<file path="config.mk">
export PLATFORM = sky130hd
export DESIGN_NAME = uart_baud_ctrl_flat
export DESIGN_NICKNAME = d
export VERILOG_FILES = /design/src/rtl/uart_pkg.sv /design/src/rtl/uart_baud_ctrl_if.sv /design/src/rtl/uart_tick_div.sv /design/src/rtl/uart_baud_ctrl.sv /design/src/flat_wrapper.sv
export SDC_FILE = /design/constraint.sdc
export NUM_CORES = 1
export LEC_CHECK = 0
export ABC_AREA = 1
export BUFFER_PORTS_ARGS = -buffer_cell sky130_fd_sc_hd__buf_2
export CORE_ASPECT_RATIO = 0.8
export CORE_UTILIZATION = 34
export DETAILED_ROUTE_END_ITERATION = 10
export GPL_TIMING_DRIVEN = 0
export PLACE_DENSITY_LB_ADDON = 0.15
export SKIP_LAST_GASP = 1
export SLEW_MARGIN = 20
export SYNTH_ARGS = -nofsm -noshare
export SYNTH_HDL_FRONTEND = slang
export SYNTH_HIERARCHICAL = 1
export SYNTH_SLANG_ARGS = --single-unit
</file>
<file path="constraint.sdc">
create_clock -name clk -period 4.5 [get_ports clk]
set_input_delay 0.45 -clock clk [delete_from_list [all_inputs] [get_ports clk]]
set_output_delay 0.45 -clock clk [all_outputs]
set_load 0.01 [all_outputs]
</file>
<file path="src/rtl/uart_pkg.sv">
// Shared constants and state encoding for the UART baud-rate controller.
package uart_pkg;
    localparam int DIV_W       = 16;
    localparam int OSR         = 16;
    localparam int DEFAULT_DIV = 651;
    localparam int MIN_DIV     = 2;

    typedef enum logic [1:0] {IDLE, RUN, PEND} baud_state_t;
endpackage

</file>
<file path="src/rtl/uart_baud_ctrl_if.sv">
// Divisor reconfiguration handshake between a host and the baud controller.
interface uart_baud_ctrl_if #(parameter int DIV_W = uart_pkg::DIV_W) ();
    logic             cfg_valid;
    logic [DIV_W-1:0] cfg_div;
    logic             cfg_ready;
    logic             cfg_ack;
    logic             cfg_err;

    modport master (output cfg_valid, cfg_div, input  cfg_ready, cfg_ack, cfg_err);
    modport slave  (input  cfg_valid, cfg_div, output cfg_ready, cfg_ack, cfg_err);
endinterface

</file>
<file path="src/rtl/uart_tick_div.sv">
// Bare clock-enable divider: tick is high for one cycle every div cycles.
module uart_tick_div #(
    parameter int DIV_W = 16
) (
    input  logic             clk,
    input  logic             rst,
    input  logic             clr,
    input  logic [DIV_W-1:0] div,
    output logic             tick
);
    logic [DIV_W-1:0] cnt;

    // Decoded from registers only; div is always >= 2 so div-1 never underflows.
    assign tick = (cnt == div - DIV_W'(1));

    always_ff @(posedge clk) begin
        if (rst || clr)
            cnt <= '0;
        else if (tick)
            cnt <= '0;
        else
            cnt <= cnt + DIV_W'(1);
    end
endmodule

</file>
<file path="src/rtl/uart_baud_ctrl.sv">
// Baud controller: oversample/baud enables plus frame-aligned divisor updates.
module uart_baud_ctrl #(
    parameter int DIV_W       = uart_pkg::DIV_W,
    parameter int OSR         = uart_pkg::OSR,
    parameter int DEFAULT_DIV = uart_pkg::DEFAULT_DIV
) (
    input  logic             clk,
    input  logic             rst,
    input  logic             en,
    uart_baud_ctrl_if.slave  cfg,
    output logic             os_tick,
    output logic             baud_tick,
    output logic [DIV_W-1:0] active_div,
    output logic             running
);
    import uart_pkg::*;

    localparam int PH_W = $clog2(OSR);

    baud_state_t      state, state_n;
    logic [DIV_W-1:0] shadow;
    logic [PH_W-1:0]  phase;
    logic             div_tick, clr;
    logic             xfer, bad, take;
    logic             load_now, load_shadow, apply;

    uart_tick_div #(.DIV_W(DIV_W)) u_div (
        .clk  (clk),
        .rst  (rst),
        .clr  (clr),
        .div  (active_div),
        .tick (div_tick)
    );

    assign running       = (state != IDLE);
    assign os_tick       = running && div_tick;
    assign baud_tick     = os_tick && (phase == PH_W'(OSR - 1));
    assign cfg.cfg_ready = (state != PEND);
    assign xfer          = cfg.cfg_valid && cfg.cfg_ready;
    assign bad           = (cfg.cfg_div < DIV_W'(MIN_DIV));
    assign take          = xfer && !bad;
    assign clr           = (state == IDLE) || !en || apply;

    always_comb begin
        state_n     = state;
        load_now    = 1'b0;
        load_shadow = 1'b0;
        apply       = 1'b0;
        case (state)
            IDLE: begin
                load_now = take;
                if (en) state_n = RUN;
            end
            RUN: begin
                // Stopping means no character is in flight, so a new divisor can land at once.
                if (!en) begin
                    state_n  = IDLE;
                    load_now = take;
                end else if (take) begin
                    load_shadow = 1'b1;
                    state_n     = PEND;
                end
            end
            PEND: begin
                if (!en) begin
                    apply   = 1'b1;
                    state_n = IDLE;
                end else if (baud_tick) begin
                    apply   = 1'b1;
                    state_n = RUN;
                end
            end
            default: state_n = IDLE;
        endcase
    end

    always_ff @(posedge clk) begin
        if (rst) begin
            state       <= IDLE;
            shadow      <= '0;
            phase       <= '0;
            active_div  <= DIV_W'(DEFAULT_DIV);
            cfg.cfg_ack <= 1'b0;
            cfg.cfg_err <= 1'b0;
        end else begin
            state       <= state_n;
            cfg.cfg_ack <= load_now || apply;
            cfg.cfg_err <= xfer && bad;
            if (load_shadow) shadow <= cfg.cfg_div;
            if (load_now)
                active_div <= cfg.cfg_div;
            else if (apply)
                active_div <= shadow;
            if (clr)
                phase <= '0;
            else if (os_tick)
                phase <= (phase == PH_W'(OSR - 1)) ? '0 : phase + PH_W'(1);
        end
    end
endmodule
</file>
<file path="src/flat_wrapper.sv">
// flat-port wrapper written by rule: the top's interface ports become plain ports
module uart_baud_ctrl_flat import uart_pkg::*;
#(
    parameter int DIV_W       = uart_pkg::DIV_W,
    parameter int OSR         = uart_pkg::OSR,
    parameter int DEFAULT_DIV = uart_pkg::DEFAULT_DIV
)
  (clk, rst, en, os_tick, baud_tick, active_div, running, cfg_cfg_valid, cfg_cfg_div, cfg_cfg_ready, cfg_cfg_ack, cfg_cfg_err);
  uart_baud_ctrl_if #(.DIV_W(DIV_W)) cfg_i ();
  input  logic clk;
  input  logic rst;
  input  logic en;
  output logic os_tick;
  output logic baud_tick;
  output logic [DIV_W-1:0] active_div;
  output logic running;
  input wire logic [$bits(cfg_i.cfg_valid)-1:0] cfg_cfg_valid;
  input wire logic [$bits(cfg_i.cfg_div)-1:0] cfg_cfg_div;
  output wire logic [$bits(cfg_i.cfg_ready)-1:0] cfg_cfg_ready;
  output wire logic [$bits(cfg_i.cfg_ack)-1:0] cfg_cfg_ack;
  output wire logic [$bits(cfg_i.cfg_err)-1:0] cfg_cfg_err;
  assign cfg_i.cfg_valid = cfg_cfg_valid;
  assign cfg_i.cfg_div = cfg_cfg_div;
  assign cfg_cfg_ready = cfg_i.cfg_ready;
  assign cfg_cfg_ack = cfg_i.cfg_ack;
  assign cfg_cfg_err = cfg_i.cfg_err;
  uart_baud_ctrl #(.DIV_W(DIV_W), .OSR(OSR), .DEFAULT_DIV(DEFAULT_DIV)) u_core (.clk(clk), .rst(rst), .en(en), .cfg(cfg_i), .os_tick(os_tick), .baud_tick(baud_tick), .active_div(active_div), .running(running));
endmodule
</file>
==> results.toml <==
[placed_design]
post-place-cells = 682
placed_area_um2 = 3800
globalplace.congestion = 0.796
hpwl_um = 6890
io_buffer_count = 40

[clocking]
clock_sinks = 56
cts_buffers = 5
cts_tree = "done"
clkTransAtPathRegs_ns = 0.08
insertion_delay_ns = 0.29
cts_setup_buffers = 0
h-tree-depth = 2
cts_root_buffer = "clkbuf_16"
hold_buffers = 0
post_cts_resized = 0
clk_path_buf_depth = 2

[timing]
setup_violations = 0
min_period_ns = 3.08
fmax_mhz = 325
rsz0062_at_grt = "false"
drv_slew = 0
slew_headroom_pct = 66.5
min_period_over_period_pct = 68.4
fin_setup_tns_ns = 0
tightest_slew_ns = 0.502
hold_viol = 0
clock_skew_ns = 0.00799

[pwr]
powerDensity_nw_per_um2 = 296
leakage_nw = 1.84
ir_worst_vdd_uv = 197

[route]
drt_iter0_drc = 95
num_vias = 3195
ant_nets = 0
firstDrtPassIters = 4
drc = 0
wl_per_cell_um = 12.8
viasPerCell = 4.63
drt-total-wl_um = 8840

[min_path]
min_delay_path_depth = 3
hold_path.class = "in -> reg"

[critical_path]
crit_type = "reg -> reg"
cp-end-kind = "register"
start_kind = "register"
critPathMaxFanout = 10
worstPathRequired_ns = 4.69
rr_worst_depth = 21
arrival_ns = 3.27

[floorplanning]
start_util_pct = 35.2
die_w_um = 114
die_area_um2 = 10500
coreArea_um2 = 9730
pin_count = 42
dieHeight_um = 91.8
core.rowCount = 32

[synthesis]
yosysSeqAreaShare_pct = 32.7
synthCells = 506
synthesis.nets = 529
ys_ff_latch = 56
synthFlopType = "dfxtp_1"
yosys_warnings = 6
netlist_area_um2 = 3430
avgSynthCellArea_um2 = 6.77
async_flop_share_pct = 0
synth_edf_count = 0
ys_types = 34

[finish]
stdcell_count = 690
drive_gt1_share_pct = 17.5
syn_to_final_growth_pct = 15.6
nNetsFinal = 576
antenna_cells = 0
fillCellCount = 1057
stdcell_area_um2 = 3960

[global_route]
antenna_found_initial = 0
grt_pass1_vias = 2955
grt_usage_pct = 17.8
grt-ovfl-total = 0
grt_pass1_wl_um = 14700
grt_max_degree = 17

[flow_run]
max-cap-violations = 0

[outcome]
status = "finished clean"
[per-layer routing]
metal / vias to the layer above / track usage (%) / wire length [um]
met3: 2 / 3.24 / 393
li1: 1698 / - / -
met1: 1443 / 25.8 / 4670
met4: 0 / 2.60 / 31
met5: - / 0 / 0
met2: 52 / 27.9 / 3750
[cells in the mapped netlist, types with 2 or more instances]
| master | number | area (um2) |
|---|---|---|
| nor3_1 | 3 | 15.0 |
| inv_2 | 2 | 7.51 |
| clkbuf_8 | 4 | 55.1 |
| nand2_2 | 4 | 25.0 |
| ha_1 | 3 | 37.5 |
| nor2_1 | 91 | 342 |
| buf_6 | 5 | 56.3 |
| o21ai_0 | 20 | 100 |
| buf_2 | 4 | 20.0 |
| nand2_4 | 2 | 22.5 |
| nand4_1 | 15 | 93.8 |
| clkbuf_1 | 2 | 7.51 |
| xnor2_1 | 8 | 70.1 |
| nand3b_1 | 4 | 30.0 |
| a21oi_1 | 16 | 80.1 |
| dfxtp_1 | 56 | 1120 |
| o21ai_1 | 5 | 25.0 |
| xor2_1 | 17 | 149 |
| buf_4 | 3 | 22.5 |
| nor2_4 | 6 | 67.6 |
| nand3_1 | 49 | 245 |
| nand2_1 | 107 | 402 |
| nor2_2 | 6 | 37.5 |
| inv_1 | 57 | 214 |
| nand3_2 | 8 | 80.1 |
[kinds of logic after synthesis]
family / share of synthesized area, %
xor+xnor: 6.39
fa+ha+maj: 1.10
flops: 32.7
simple gates: 40.5
buf+inv: 12.1
compound gates: 7.20
[state kept, by name, indices dropped and copies added, names as in the netlist]
signal              count
u_core/u_div/cnt       16
u_core/cfg.cfg_ack      1
u_core/state            2
u_core/cfg.cfg_err      1
u_core/phase            4
u_core/shadow          16
u_core/active_div      16
[power breakdown]
part           internal, W  switching, W  total, W
Clock             0.000263      0.000185  0.000448
Sequential        0.000515     0.0000246  0.000539
Combinational    0.0000718      0.000112  0.000184
[critical path, stage by stage, from the launching register on]
cell	delay [ns]
dfxtp_1	0.35
inv_1	0.12
ha_1	0.22
nand3_2	0.15
nor2_4	0.21
nand2_1	0.07
nand2_1	0.06
nand2_1	0.05
nor2_1	0.11
nand3_1	0.17
nor2_1	0.12
inv_1	0.07
nor2_4	0.19
nand2_4	0.11
nand2_8	0.12
nand2_4	0.11
buf_6	0.17
nand3_1	0.07
nor2_1	0.07
o21ai_4	0.15
buf_6	0.20
nor2_1	0.05
[worst paths after layout]
check	slack [ns]	end	start
max	1.42	u_core/u_div/cnt[3]$_SDFF_PP0_	u_core/active_div[0]$_SDFFE_PP1P_
min	0.41	u_core/shadow[5]$_SDFFE_PP0P_	cfg_cfg_div[5]
max reg2reg	1.42	u_core/u_div/cnt[3]$_SDFF_PP0_	u_core/active_div[0]$_SDFFE_PP1P_
min reg2reg	0.49	u_core/phase[1]$_SDFFE_PP0P_	u_core/phase[1]$_SDFFE_PP0P_
[layout by cell type, fill, tap and decap left out, types with 4 or more instances in the layout]
cell type	Yosys	layout
a21oi_1	16	16
buf_2	4	44
buf_6	5	5
clkbuf_16	0	5
clkbuf_8	4	4
dfxtp_1	56	56
inv_1	57	57
nand2_1	107	107
nand2_2	4	4
nand3_1	49	49
nand3_2	8	8
nand3b_1	4	4
nand4_1	15	15
nor2_1	91	91
nor2_2	6	6
nor2_4	6	6
o21ai_0	20	20
o21ai_1	5	5
xnor2_1	8	8
xor2_1	17	17
[per-stage QoR]
stage | setup slack (ns) | hold WS, ns | utilization [%] | power [W]
4_1_cts | 1.43 | 0.404 | 40.7 | 0.00118
3_3_place_gp | 1.50 | 0.476 | 39.0 | 0.000734
5_1_grt | 1.12 | 0.405 | 40.7 | 0.00123
6_report | 1.42 | 0.408 | 40.7 | 0.00117
2_1_floorplan | 1.87 | 0.451 | - | 0.000672
3_5_place_dp | 1.46 | 0.485 | 39.0 | 0.000736
[area by class of cell]
cell class | count | area, um2 | share of cell area (%)
repair buffers | 40 | 200 | 5.06
well taps | 136 | 170 | 4.30
flip-flops and latches | 56 | 1120 | 28.3
multi-input cells | 370 | 1890 | 47.7
clock inverters | 2 | 35.0 | 0.885
inverters | 59 | 221 | 5.59
clock buffers | 6 | 129 | 3.25
plain buffers | 21 | 194 | 4.90
Power figures use the tool's default switching activity.
